--- src/rtl/cpu_board_pkg.sv ---
// Shared definitions for the board-side CPU step controller: instruction
// constants, display-select codes, debounce states and the seven-segment font.
package cpu_board_pkg;

  localparam logic [31:0] EBREAK_INSN = 32'h0010_0073;

  typedef enum logic [1:0] {
    SEL_PC    = 2'b00,
    SEL_IR    = 2'b01,
    SEL_MDR   = 2'b10,
    SEL_WDATA = 2'b11
  } disp_sel_e;

  typedef enum logic [1:0] {
    DB_IDLE,
    DB_PRESS_WAIT,
    DB_HELD,
    DB_RELEASE_WAIT
  } db_state_e;

  // Active-low {dp,g,f,e,d,c,b,a}; dp is returned dark and gated by the caller.
  function automatic logic [7:0] hex_to_seg(input logic [3:0] nib);
    logic [7:0] seg;
    seg = 8'hFF;
    case (nib)
      4'h0: seg = 8'hC0;
      4'h1: seg = 8'hF9;
      4'h2: seg = 8'hA4;
      4'h3: seg = 8'hB0;
      4'h4: seg = 8'h99;
      4'h5: seg = 8'h92;
      4'h6: seg = 8'h82;
      4'h7: seg = 8'hF8;
      4'h8: seg = 8'h80;
      4'h9: seg = 8'h90;
      4'hA: seg = 8'h88;
      4'hB: seg = 8'h83;
      4'hC: seg = 8'hC6;
      4'hD: seg = 8'hA1;
      4'hE: seg = 8'h86;
      4'hF: seg = 8'h8E;
      default: seg = 8'hFF;
    endcase
    return seg;
  endfunction

endpackage

--- src/rtl/key_debouncer.sv ---
// Synchronizes a raw push-button and debounces it, emitting exactly one
// one-cycle press pulse per accepted press regardless of hold time.
module key_debouncer
  import cpu_board_pkg::*;
#(
  parameter int DEBOUNCE_CYCLES = 4
) (
  input  logic clk,
  input  logic rst,
  input  logic key_raw,
  output logic press
);

  localparam int CW = $clog2(DEBOUNCE_CYCLES + 1);

  logic          r_key_meta;
  logic          r_key_sync;
  db_state_e     r_state;
  logic [CW-1:0] r_cnt;
  logic          r_press;
  logic [CW-1:0] w_cnt_inc;
  logic          w_cnt_done;

  assign w_cnt_inc  = r_cnt + CW'(1);
  assign w_cnt_done = (w_cnt_inc == CW'(DEBOUNCE_CYCLES));
  assign press      = r_press;

  // NOTE: sequential state uses non-blocking assignments so every flop samples
  // pre-edge values, which is what makes the two-stage synchronizer a real delay line.
  always_ff @(posedge clk or posedge rst) begin
    if (rst) begin
      r_key_meta <= 1'b0;
      r_key_sync <= 1'b0;
    end else begin
      r_key_meta <= key_raw;
      r_key_sync <= r_key_meta;
    end
  end

  always_ff @(posedge clk or posedge rst) begin
    if (rst) begin
      r_state <= DB_IDLE;
      r_cnt   <= '0;
      r_press <= 1'b0;
    end else begin
      r_press <= 1'b0;
      unique case (r_state)
        DB_IDLE: begin
          if (r_key_sync) begin
            r_state <= DB_PRESS_WAIT;
            r_cnt   <= '0;
          end
        end
        DB_PRESS_WAIT: begin
          if (!r_key_sync) begin
            r_state <= DB_IDLE;
          end else if (w_cnt_done) begin
            r_press <= 1'b1;
            r_state <= DB_HELD;
            r_cnt   <= '0;
          end else begin
            r_cnt <= w_cnt_inc;
          end
        end
        DB_HELD: begin
          if (!r_key_sync) begin
            r_state <= DB_RELEASE_WAIT;
            r_cnt   <= '0;
          end
        end
        DB_RELEASE_WAIT: begin
          // Any high sample while releasing is bounce, not a new press.
          if (r_key_sync) begin
            r_state <= DB_HELD;
          end else if (w_cnt_done) begin
            r_state <= DB_IDLE;
            r_cnt   <= '0;
          end else begin
            r_cnt <= w_cnt_inc;
          end
        end
        default: r_state <= DB_IDLE;
      endcase
    end
  end

endmodule

--- src/rtl/cpu_step_ctrl.sv ---
// Board step controller: turns STEP/RUN into a one-cycle CPU advance strobe,
// halts free-run on EBREAK and scans a selected CPU word onto 8 hex digits.
module cpu_step_ctrl
  import cpu_board_pkg::*;
#(
  parameter int DEBOUNCE_CYCLES = 4,
  parameter int RUN_DIV         = 8,
  parameter int SCAN_DIV        = 4
) (
  input  logic        clk,
  input  logic        rst,
  input  logic        key_step,
  input  logic        sw_run,
  input  logic [1:0]  sw_sel,
  input  logic [31:0] pc_in,
  input  logic [31:0] ir_in,
  input  logic [31:0] mdr_in,
  input  logic [31:0] wdata_in,
  output logic        step_en,
  output logic [15:0] step_cnt,
  output logic        halted,
  output logic [31:0] disp_word,
  output logic [7:0]  seg_an,
  output logic [7:0]  seg_code
);

  localparam int DW = (RUN_DIV > 1) ? $clog2(RUN_DIV) : 1;
  localparam int SW = (SCAN_DIV > 1) ? $clog2(SCAN_DIV) : 1;

  logic          r_run_meta;
  logic          r_run_sync;
  logic [DW-1:0] r_div;
  logic          r_halted;
  logic [15:0]   r_step_cnt;
  logic [31:0]   r_disp_word;
  logic [SW-1:0] r_scan_cnt;
  logic [2:0]    r_digit;
  logic [7:0]    r_seg_code;

  logic          w_press;
  logic          w_div_term;
  logic          w_run_fall;
  logic          w_step_en;
  logic [31:0]   w_disp_next;
  logic [3:0]    w_nibble;
  logic [7:0]    w_font;

  key_debouncer #(
    .DEBOUNCE_CYCLES(DEBOUNCE_CYCLES)
  ) u_key_debouncer (
    .clk    (clk),
    .rst    (rst),
    .key_raw(key_step),
    .press  (w_press)
  );

  assign w_div_term = (r_div == DW'(RUN_DIV - 1));
  // Falls in the same edge that the synchronized RUN level drops to 0.
  assign w_run_fall = r_run_sync & ~r_run_meta;
  assign w_step_en  = r_run_sync ? (~r_halted & w_div_term) : w_press;

  always_ff @(posedge clk or posedge rst) begin
    if (rst) begin
      r_run_meta <= 1'b0;
      r_run_sync <= 1'b0;
      r_div      <= '0;
      r_halted   <= 1'b0;
      r_step_cnt <= '0;
    end else begin
      r_run_meta <= sw_run;
      r_run_sync <= r_run_meta;

      if (r_run_sync && !r_halted) begin
        r_div <= w_div_term ? '0 : r_div + DW'(1);
      end else begin
        r_div <= '0;
      end

      if (w_run_fall) begin
        r_halted <= 1'b0;
      end else if (w_step_en && r_run_sync && (ir_in == EBREAK_INSN)) begin
        r_halted <= 1'b1;
      end

      if (w_step_en && (r_step_cnt != 16'hFFFF)) begin
        r_step_cnt <= r_step_cnt + 16'd1;
      end
    end
  end

  // NOTE: every signal written in always_comb gets a default first, so no
  // path through the case can leave it holding a value and infer a latch.
  always_comb begin
    w_disp_next = pc_in;
    unique case (disp_sel_e'(sw_sel))
      SEL_PC:    w_disp_next = pc_in;
      SEL_IR:    w_disp_next = ir_in;
      SEL_MDR:   w_disp_next = mdr_in;
      SEL_WDATA: w_disp_next = wdata_in;
      default:   w_disp_next = pc_in;
    endcase
  end

  assign w_nibble = r_disp_word[{r_digit, 2'b00} +: 4];
  assign w_font   = hex_to_seg(w_nibble);

  always_ff @(posedge clk or posedge rst) begin
    if (rst) begin
      r_disp_word <= '0;
      r_scan_cnt  <= '0;
      r_digit     <= '0;
      r_seg_code  <= 8'hC0;
    end else begin
      r_disp_word <= w_disp_next;
      if (r_scan_cnt == SW'(SCAN_DIV - 1)) begin
        r_scan_cnt <= '0;
        r_digit    <= r_digit + 3'd1;
      end else begin
        r_scan_cnt <= r_scan_cnt + SW'(1);
      end
      // dp is active-low and marks the halt only on the rightmost digit.
      r_seg_code <= {~(r_halted && (r_digit == 3'd0)), w_font[6:0]};
    end
  end

  assign step_en   = w_step_en;
  assign step_cnt  = r_step_cnt;
  assign halted    = r_halted;
  assign disp_word = r_disp_word;
  assign seg_an    = ~(8'b1 << r_digit);
  assign seg_code  = r_seg_code;

endmodule
--- config.mk ---
export PLATFORM = sky130hd
export DESIGN_NAME = cpu_step_ctrl
export DESIGN_NICKNAME = d
export VERILOG_FILES = /design/src/rtl/cpu_board_pkg.sv /design/src/rtl/key_debouncer.sv /design/src/rtl/cpu_step_ctrl.sv
export SDC_FILE = /design/constraint.sdc
export NUM_CORES = 1
export LEC_CHECK = 0
export BUFFER_PORTS_ARGS = -buffer_cell sky130_fd_sc_hd__buf_2
export CORE_MARGIN = 5
export CORE_UTILIZATION = 46
export DETAILED_ROUTE_END_ITERATION = 8
export PLACE_DENSITY = 0.88
export SYNTH_ARGS = -nofsm -noshare
export SYNTH_HDL_FRONTEND = slang
export SYNTH_SLANG_ARGS = --single-unit
--- constraint.sdc ---
create_clock -name clk -period 2.8 [get_ports clk]
set_clock_uncertainty 0.1 [all_clocks]
set_input_delay 0.56 -clock clk [delete_from_list [all_inputs] [get_ports clk]]
set_output_delay 0.56 -clock clk [all_outputs]
set_load 0.005 [all_outputs]
==> results.json <==
{
  "synth_area_per_cell_um2": 14.20,
  "regToRegSetupSlack_ns": 0.41,
  "htree_num_levels": 3,
  "tightest_slew_ns": 0.5849,
  "path_clk_slew_ns": 0.08,
  "clk_latency_ns": 0.35,
  "synth-seq-cells": 75,
  "slowest_delay_ns": 0.39,
  "clk_path_buf_depth": 2,
  "dp_slack_ns": 0.3630,
  "place_congestion": 0.8716,
  "max_freq_ghz": 0.4091,
  "grt_start_max_net_pins": 33,
  "io_buffer_count": 199,
  "setup_viol": 0,
  "die-area_mm2": 0.01070,
  "start_util": 0.4652,
  "crit_required_ns": 2.14,
  "critPathKind": "reg2out",
  "fin_crit_ns": 2.444,
  "drv_cap": 0,
  "final_cell_mix": "buf_2 (199), dfrtp_1 (73), mux4_2 (36)",
  "cp_data_arrival_time_ns": 1.78,
  "finalPower_mw": 2.649,
  "final_util": 0.6211,
  "setup_tns_ns": 0,
  "finalCritPeriodShare": 0.8730,
  "dp_hpwl_um": 10310,
  "synth_warnings": 0,
  "finalHoldViolations": 0,
  "dp.cells": 586,
  "die_w_um": 103.5,
  "stdcell_count": 605,
  "tritoncts": "yes",
  "synth_area_mm2": 0.004018,
  "first_global_vias": 3523,
  "synth-edff-count": 0,
  "grt_use_total": 0.2283,
  "viasPerCell": 5.531,
  "io_pins": 200,
  "grt_antenna_before_repair": 1,
  "hold_buffers": 0,
  "cts_setup_buffers": 0,
  "ys_types": 50,
  "grt_pass1_wl_um": 17880,
  "area_growth_pct": 33.51,
  "status": "finished clean",
  "path_max_fanout": 10,
  "rows": 34,
  "cts_sinks": 75,
  "hold_path_class": "in2async",
  "crit_path_top_delay_cell": "dfrtp_1",
  "cts-buffers-inserted": 9,
  "ys_seq_area_frac": 0.4678,
  "firstDrtPassIters": 4,
  "r2r_cells": 5,
  "gr-total-overflow": 0,
  "slew_viol_final": 0,
  "cp-end-kind": "output pin",
  "ys.flop_type": "dfrtp_1",
  "core_area_mm2": 0.008636,
  "nets": 640,
  "drtIter0Drc": 118,
  "start_kind": "flop",
  "die_h_um": 103.5,
  "relSlewSlack": 0.6000,
  "powerDensity_mw_per_mm2": 493.8,
  "cts-root-buf": "clkbuf_8",
  "crit_chain": "ha_1 > ha_1 > and3b_1 > nor2_1 > buf_4 > inv_1 > buf_2",
  "rsz0062_at_grt": "no",
  "ant_nets": 0,
  "r2r_start": "r_digit[0]",
  "drt-total-wl_um": 12140,
  "synthesis.nets": 434,
  "post_cts_resized": 0,
  "drc": 0,
  "async_reset_ff_frac": 1.000,
  "r2r-end": "seg_code[4]",
  "path_common_cell": "ha_1",
  "layout_commonest_cell": "buf_2",
  "setup_ws_ns": 0.3555,
  "vdd_drop_max_uv": 240.7,
  "p_leak_nw": 2.707,
  "route.vias.total": 3346,
  "routedWlPerCell_um": 20.07,
  "syn_inst": 283,
  "drive_gt1_frac": 0.5486
}
state kept, by name, indices dropped and copies added, names as in the netlist, named ones only:
register	cells
disp_word	32
step_cnt	16
seg_code	8
r_digit	3
r_div	3
u_key_debouncer.r_cnt	3
r_scan_cnt	2
halted	1
r_run_meta	1
r_run_sync	1
u_key_debouncer.press	1
u_key_debouncer.r_key_meta	1
u_key_debouncer.r_key_sync	1
u_key_debouncer.r_state	1
critical path: cells and delay by family (launching register included):
family | cells | cell delay, ns
buffers and inverters | 3 | 0.33
adders and majority gates | 2 | 0.41
DFF | 1 | 0.39
and+or+nand+nor | 2 | 0.30
per-layer routing:
layer,global-route usage,part of all wire,wire (um),up-vias
met1,0.2881,0.39,4715,1662
met3,0.05433,0.079,956,24
li1,-,-,-,1497
met4,0.1155,0.028,336,0
met2,0.3686,0.51,6131,163
met5,0,0,0,-
stage by stage:
step | instance area, um2 | hold WS [ns]
6_report | 5364 | 0.1184
5_1_grt | 5359 | 0.1721
4_1_cts | 5356 | 0.1385
3_5_place_dp | 5149 | 0.2372
3_3_place_gp | 5149 | 0.2373
2_1_floorplan | 4018 | 0.2312
synth_stat cells (4+ instances only):
library cell  instances  share of area
a2111oi_0             4         0.0087
nor4_1                7          0.011
nor4b_1               5          0.011
mux4_2               36           0.20
mux2_2                4          0.011
inv_1                15          0.014
mux2i_1               7          0.017
ha_1                 17          0.053
nand4_1               4         0.0062
nand2_1              14          0.013
xor2_1               14          0.031
o21ai_0               4         0.0050
mux4_1                4          0.026
a211oi_1              4         0.0075
nand3_1               9          0.011
nor2_1                7         0.0065
dfrtp_1              73           0.45
xnor2_1               4         0.0087
buf_2                 4         0.0050
a21oi_1               4         0.0050
cell type report:
| type | instances | area [um2] |
|---|---|---|
| clock buffers | 10 | 137.6 |
| fillers | 697 | 3272 |
| multi-input cells | 180 | 2017 |
| diodes | 3 | 7.507 |
| flip-flops and latches | 75 | 1879 |
| clock inverters | 6 | 70.07 |
| well taps | 108 | 135.1 |
| repair buffers | 207 | 1056 |
| inverters | 16 | 61.31 |
cells by family after synthesis:
family | after synthesis | synth area share
adders and majority gates | 17 | 0.05294
and+or+nand+nor | 66 | 0.09405
buffers and inverters | 28 | 0.03021
DFF | 75 | 0.4678
xor gates and xnor gates | 18 | 0.03924
muxes | 54 | 0.2716
AOI/OAI and AO/OA | 25 | 0.04423
where the power goes:
group          total [mW]  switching (mW)  internal (mW)
sequential           1.27          0.0783           1.19
combinational       0.519           0.232          0.287
clock               0.863           0.418          0.445
worst max path at each step:
stage / startpoint / to / slack, ns
3_5_place_dp: r_digit[0] / seg_code[4] / 0.36
5_1_grt: r_div[0] / step_en / 0.24
6_report: r_div[0] / step_en / 0.36
4_1_cts: r_div[0] / step_en / 0.33
2_1_floorplan: rst / async pin / 0.23
3_3_place_gp: r_digit[0] / seg_code[4] / 0.51
Note: power is estimated with default switching activity, not from simulation.
